[config.mk]
export PLATFORM = sky130hd
export DESIGN_NAME = fmap_maxpool_col
export DESIGN_NICKNAME = d
export VERILOG_FILES = /design/src/rtl/fmap_maxpool_col.sv
export SDC_FILE = /design/constraint.sdc
export NUM_CORES = 1
export LEC_CHECK = 0
export ABC_AREA = 1
export BUFFER_PORTS_ARGS = -buffer_cell sky130_fd_sc_hd__buf_4
export CELL_PAD_IN_SITES_DETAIL_PLACEMENT = 2
export CELL_PAD_IN_SITES_GLOBAL_PLACEMENT = 2
export CORE_ASPECT_RATIO = 0.7
export CORE_MARGIN = 2
export CORE_UTILIZATION = 34
export CTS_CLUSTER_SIZE = 14
export DETAILED_ROUTE_END_ITERATION = 10
export GPL_TIMING_DRIVEN = 0
export PLACE_DENSITY_LB_ADDON = 0.3
export SYNTH_ARGS = -nofsm -noshare
export SYNTH_HDL_FRONTEND = slang
export SYNTH_SLANG_ARGS = --single-unit
[constraint.sdc]
create_clock -name out_stream_aclk -period 6.3 [get_ports out_stream_aclk]
set_clock_uncertainty 0.2 [all_clocks]
set_input_delay 1.26 -clock out_stream_aclk [delete_from_list [all_inputs] [get_ports out_stream_aclk]]
set_output_delay 1.26 -clock out_stream_aclk [all_outputs]
set_load 0.1 [all_outputs]
[src/rtl/fmap_maxpool_col.sv]
`timescale 1ns/1ps
`default_nettype none
// ============================================================================
// Module   : fmap_maxpool_col
// Purpose  : Column-streaming 2x2 stride-2 signed max-pool for a conv feature map.
// Revision : 1.0
// ============================================================================
module fmap_maxpool_col #(
  parameter int DATA_WIDTH = 16,
  parameter int PIX_H      = 24,
  parameter int PIX_W      = 24,
  localparam int IDX_W     = (PIX_W > 2) ? $clog2(PIX_W / 2) : 1
) (
  input  logic                         out_stream_aclk,
  input  logic                         periph_resetn,
  input  logic                         start,
  input  logic                         valid_col,
  input  logic signed [DATA_WIDTH-1:0] data_col [PIX_H],
  output logic                         valid_out,
  output logic signed [DATA_WIDTH-1:0] pool_col [PIX_H/2],
  output logic [IDX_W-1:0]             out_col_idx,
  output logic                         frame_done
);

  localparam int C_HALF_H = PIX_H / 2;
  localparam int C_COL_W  = (PIX_W > 1) ? $clog2(PIX_W) : 1;

  generate
    if (PIX_H == 0 || (PIX_H % 2) != 0) begin : g_bad_pix_h
      $error("fmap_maxpool_col: PIX_H must be a nonzero even value");
    end
    if (PIX_W == 0 || (PIX_W % 2) != 0) begin : g_bad_pix_w
      $error("fmap_maxpool_col: PIX_W must be a nonzero even value");
    end
  endgenerate

  logic [C_COL_W-1:0]           r_in_col;
  logic signed [DATA_WIDTH-1:0] r_buf      [C_HALF_H];
  logic signed [DATA_WIDTH-1:0] w_pair_max [C_HALF_H];
  logic signed [DATA_WIDTH-1:0] w_pool     [C_HALF_H];
  logic [C_COL_W-1:0]           w_col;
  logic                         w_last;

  // start re-aligns the incoming column to position 0 in the same cycle.
  assign w_col  = start ? '0 : r_in_col;
  assign w_last = (w_col == C_COL_W'(PIX_W - 1));

  always_comb begin
    for (int r = 0; r < C_HALF_H; r++) begin
      w_pair_max[r] = (data_col[2*r] > data_col[2*r+1]) ? data_col[2*r] : data_col[2*r+1];
      w_pool[r]     = (r_buf[r] > w_pair_max[r]) ? r_buf[r] : w_pair_max[r];
    end
  end

  always_ff @(posedge out_stream_aclk) begin
    if (!periph_resetn) begin
      r_in_col    <= '0;
      valid_out   <= 1'b0;
      frame_done  <= 1'b0;
      out_col_idx <= '0;
      for (int r = 0; r < C_HALF_H; r++) begin
        r_buf[r]    <= '0;
        pool_col[r] <= '0;
      end
    end else begin
      valid_out  <= 1'b0;
      frame_done <= 1'b0;
      if (valid_col) begin
        r_in_col <= w_last ? '0 : w_col + 1'b1;
        if (!w_col[0]) begin
          for (int r = 0; r < C_HALF_H; r++) begin
            r_buf[r] <= w_pair_max[r];
          end
        end else begin
          for (int r = 0; r < C_HALF_H; r++) begin
            pool_col[r] <= w_pool[r];
          end
          valid_out   <= 1'b1;
          out_col_idx <= IDX_W'(w_col >> 1);
          frame_done  <= w_last;
        end
      end else if (start) begin
        r_in_col <= '0;
        for (int r = 0; r < C_HALF_H; r++) begin
          r_buf[r] <= '0;
        end
      end
    end
  end

endmodule
`default_nettype wire

# Yosys cells after proc, flatten, opt, wreduce, memory -nomap -nowiden
# Memory sizes are Yosys's and may differ from the RTL's.
# Cells that the tools add are included.
[totals]
out_inout_bits = 198
ff_bits = 203
elab_cells = 131
ram_bits = 192
memories = 1
[classes]
bitwise_logic = 24
order_cmp = 24
eq_ne = 1
n_reduce_logical = 3
n_addsub = 1
n_mux = 61
[memory_table]
columns = ["name", "depth", "word_bits", "read_ports", "rd_clocked_by_memory_dff", "wr", "line", "rtl"]
rows = [
  ["r_buf", 12, 16, 12, 0, 12, "38", "logic signed [DATA_WIDTH-1:0] r_buf [C_HALF_H];"],
]
[ops]
columns = ["operator", "count"]
rows = [
  ["16-bit two-way mux", 48],
  ["16-bit > comparator", 24],
  ["1-bit bitwise OR", 24],
  ["5-bit two-way mux", 3],
  ["1-bit two-way mux", 10],
  ["5-bit by 1-bit adder with 5-bit output, second input constant", 1],
  ["5-bit == test, second input constant", 1],
  ["2-bit AND reduction", 2],
  ["3-bit AND reduction", 1],
]

# Longest topological paths before layout
[logic_depth]
depth_word = 7
depth_mapped = 33
ltp_nobuf = 31

# Least setup slack after synthesis
# OpenSTA, ideal clock, no wires.
[synth_timing]
path_type = "input-to-reg"
from = "input port periph_resetn"
to = "memory r_buf[0][0] (enable)"
setup_ns = 0.463
path_stages = 3
arrival_ns = 3.850
n_path_buf = 1
path_slack_ns = 1.788
cell_sequence = "clkbuf_1 > o21ai_1 > or2_2"
[synth_lines]
columns = ["item", "line", "rtl"]
rows = [
  ["start, declared", "15", "input logic periph_resetn,"],
  ["end, declared", "38", ""],
]

# Final worst setup path
[layout_timing]
from = "input port data_col[271] (netlist name)"
to = "register pool_col[142] (netlist name)"
[layout_via]
elab_chain_len = 4
[layout_rtl]
columns = ["item", "line", "rtl"]
rows = [
  ["start, declared", "18", "input logic signed [DATA_WIDTH-1:0] data_col [PIX_H],"],
  ["16-bit > comparator", "50", "w_pair_max[r] = (data_col[2*r] > data_col[2*r+1]) ? data_col[2*r] : data_col[2*r+1];"],
  ["16-bit two-way mux (*)", "50", ""],
  ["16-bit > comparator", "51", "w_pool[r] = (r_buf[r] > w_pair_max[r]) ? r_buf[r] : w_pair_max[r];"],
  ["16-bit two-way mux (*)", "51", ""],
  ["end signal, assigned by index", "76", "pool_col[r] <= w_pool[r];"],
  ["end, declared", "20", "output logic signed [DATA_WIDTH-1:0] pool_col [PIX_H/2],"],
]
# Mark *: on every way between the ends. The rest lies on a longest branch, timed or not.
# A chain may end at the register's enable or synchronous reset.

==> flow_summary_export.csv <==
group,metric,value,unit
sta,layout_setup_ws,1.02,ns
place,worst_slack_at_placement,0.577,ns
detailed_routing,route.vias.total,33900,
power_and_ir_drop,powerDensity,258,nW/um2
logic_synthesis,most_frequent_cells_after_synthesis,"1198 x nand2_1, 742 x inv_1, 385 x ha_1",
detailed_routing,remaining_drc_errors,0,
worst_setup_path,crit_path_cell_chain,"buf_4 > inv_1 > ha_1 > nand2_1 > inv_1 > nand3_1 > nor2_1 > nand3_1 > nand3_2 > buf_6 > nand2_1 > and2_1 > ha_1 > nand2_1 > inv_1 > nand3_1 > nor2_1 > nand3_1 > nand3_2 > buf_2 > nand3_1 > nand2_1 > a21oi_1",
worst_setup_path,highest_net_fanout_along_the_worst_path,10,
detailed_routing,post_drt_wl_per_cell,21.7,um
clock_tree,cts_bufs_inserted,49,
floorplan,die_x,371,um
place,port-buffer-count,584,
detailed_routing,antenna_violating_nets_post_route,0,
layout,final_area,39900,um2
logic_synthesis,avg_inst_size_synth,7.04,um2
sta,drv_slew,0,
global_route,grt_first_pass_wirelength,214000,um
power_and_ir_drop,ir_worst_vdd,0.197,mV
clock_tree,post_cts_buffers,0,
worst_setup_path,timing.critical_path.required,6.57,ns
logic_synthesis,asyncSetResetFlopFracSynth,0,
clock_tree,clock_tree.root_cell,"clkbuf_16",
clock_tree,cts_sinks,395,
clock_tree,cts_hold_buf,0,
place,dpl_cell_area,38100,um2
clock_tree,clk_transition_reported_paths,0.06,ns
sta,max_slew.worst_pin.slew,1.15,ns
layout,layout.cells.non_filler,6490,
sta,clock.fmax,190,MHz
worst_setup_path,cpLargestDelayFamily,"simple AND/OR/NAND/NOR gates",
power_and_ir_drop,power.static_leakage,20.8,nW
logic_synthesis,syn-cell-area,32100,um2
worst_setup_path,kind_of_critical_path,"primary input to flop",
logic_synthesis,post-synth-top-area-fraction,0.180,
worst_setup_path,critPathCaptureType,"flop",
global_route,global_route.usage.total,0.284,
floorplan,die-area,96800,um2
worst_setup_path,arrival_time_of_the_worst_setup_path,5.55,ns
run,max_cap_viol_count,0,
floorplan,initial_core_util,0.342,
clock_tree,max-clock-path-buffers,3,
global_route,antenna_found_initial,12,
status,run_status,"completed",
worst_setup_path,cpMostUsedCell,"nand3_1",
worst_setup_path,start_kind,"primary input",
layout,design.final.nets,5966,
layout,area_delta_synth_final,24.3,%
place,post-place-cells,6390,
place,gp_congestion,0.857,
global_route,grt_pass1_vias,36200,
logic_synthesis,synth.yosys.seq_area_share,0.307,
detailed_routing,drt_first_iter_violations,1737,
logic_synthesis,synth.yosys.warnings,0,
clock_tree,clkLatencyLatePin,0.63,ns
logic_synthesis,postSynthNetCount,5328,
floorplan,io_pins,586,
global_route,grt_overflow_total,0,
logic_synthesis,post_synth_num_cell_types,43,
sta,finalCritPeriodShare,0.837,
sta,final.min_clock_period,5.28,ns
logic_synthesis,synth_edf_count,192,
global_route,grt_max_degree,55,
logic_synthesis,netlist.top_cell.by_area,"edfxtp_1",
logic_synthesis,number_of_instances_in_the_synthesized_netlist,4555,
worst_setup_path,critPathBufInv,6,
logic_synthesis,synthMostInstantiatedCell,"nand2_1",
detailed_routing,drtPass1Iterations,5,
worst_setup_path,cp_slowest_stage_delay,0.38,ns
logic_synthesis,yosys_register_bits,395,
floorplan,fp-row-count,94,
logic_synthesis,synth_top_cells_by_area,"edfxtp_1 18%, ha_1 15%, nand2_1 14%, dfxtp_1 13%, inv_1 8.7%",
floorplan,die_h,261,um
sta,hold_viol_final,0,
detailed_routing,viasPerCell,5.22,
place,post_dp_hpwl,114000,um
detailed_routing,detail_route.wirelength,141000,um
clock_tree,clock_tree_from_tritoncts,"built",
sta,timing.final.setup_violations,0,
worst_setup_path,slowest_stage,"ha_1",
clock_tree,htreeDepth,2,
clock_tree,post_cts_resized,0,
logic_synthesis,synth_ff_type,"dfxtp_1",
sta,rsz0062_at_grt,"false",
sta,maxSlewHeadroom,0.233,
hold_path,worst_min_path_class,"flop to flop",
layout,drive_above_1_share,0.177,
floorplan,design.core.area,93700,um2
==> cell families (layout without fill, tap and decap cells) <==
logic type | Yosys count | in the layout | share of synthesized area
fa+ha+maj | 385 | 385 | 0.150
flops | 395 | 395 | 0.307
simple gates | 2461 | 2461 | 0.363
buf+inv | 919 | 1598 | 0.116
xor+xnor | 1 | 1 | 0.000273
other cells | 0 | 8 | 0
compound gates | 394 | 394 | 0.0639
==> cell type report <==
| type | instances | area, um2 |
|---|---|---|
| Fill cell | 11200 | 53900 |
| Multi-Input combinational cell | 3241 | 18500 |
| Sequential cell | 395 | 9830 |
| Timing Repair Buffer | 587 | 4470 |
| Inverter | 745 | 2800 |
| Clock buffer | 75 | 1630 |
| Tap cell | 1248 | 1560 |
| Buffer | 174 | 917 |
| Clock inverter | 17 | 121 |
| Antenna cell | 8 | 20.0 |
==> worst min-delay path: stages, from the launching register on <==
cell     delay (ns)
dfxtp_1        0.31
nand2_1        0.06
a21oi_1        0.05
==> power by group <==
part | leakage [nW] | internal, mW | total (mW) | switching, mW
Sequential | 3.79 | 2.90 | 3.02 | 0.117
Combinational | 16.2 | 1.38 | 4.14 | 2.76
Clock | 0.875 | 1.82 | 3.13 | 1.31
Total | 20.8 | 6.11 | 10.3 | 4.18
==> worst paths after layout <==
kind,startpoint,to,slack (ns),depth (start not counted)
worst max register to register,r_in_col[0],pool_col[146],3.14,7
worst max-delay path,data_col[271],pool_col[142],1.02,23
worst min register to register,pool_col[169],pool_col[169],0.27,2
worst min-delay path,pool_col[169],pool_col[169],0.27,2
==> per-layer routing <==
| metal | up-vias | share of wire | track usage |
|---|---|---|---|
| met5 | - | 0.00016 | 0 |
| met4 | 4 | 0.028 | 0.0749 |
| met3 | 173 | 0.042 | 0.0327 |
| met2 | 724 | 0.47 | 0.481 |
| met1 | 16800 | 0.46 | 0.382 |
| li1 | 16200 | - | - |
==> state kept, by name, summed over array words and instances, names as in the netlist <==
register     flops
pool_col       192
r_buf          192
r_in_col         5
out_col_idx      4
frame_done       1
valid_out        1
==> through the flow <==
stage | TNS, ns | util | hold WS (ns) | power (mW)
global placement | -97.01 | 0.405 | 0.253 | 6.90
floorplan | 0 | - | 0.250 | 5.79
global route | 0 | 0.425 | 0.292 | 10.9
CTS | 0 | 0.425 | 0.268 | 10.3
finish | 0 | 0.425 | 0.266 | 10.3
detailed placement | 0 | 0.406 | 0.259 | 7.14
==> placed cells by master (no fill, tap or decap), types with 16 or more instances in the layout <==
cell type | netlist | routed
nand2_2 | 56 | 56
nand3_1 | 357 | 357
nand2_1 | 1198 | 1198
buf_6 | 21 | 21
nand4_1 | 288 | 288
a21o_1 | 16 | 16
and2_1 | 154 | 154
o21ai_0 | 24 | 24
clkbuf_16 | 0 | 58
nor2_1 | 291 | 291
ha_1 | 385 | 385
dfxtp_1 | 203 | 203
clkbuf_1 | 90 | 95
edfxtp_1 | 192 | 192
and2_4 | 26 | 26
inv_1 | 742 | 742
buf_2 | 59 | 59
buf_4 | 1 | 585
a21oi_1 | 338 | 338
nand3_2 | 31 | 31
Power figures use the tool's default switching activity.
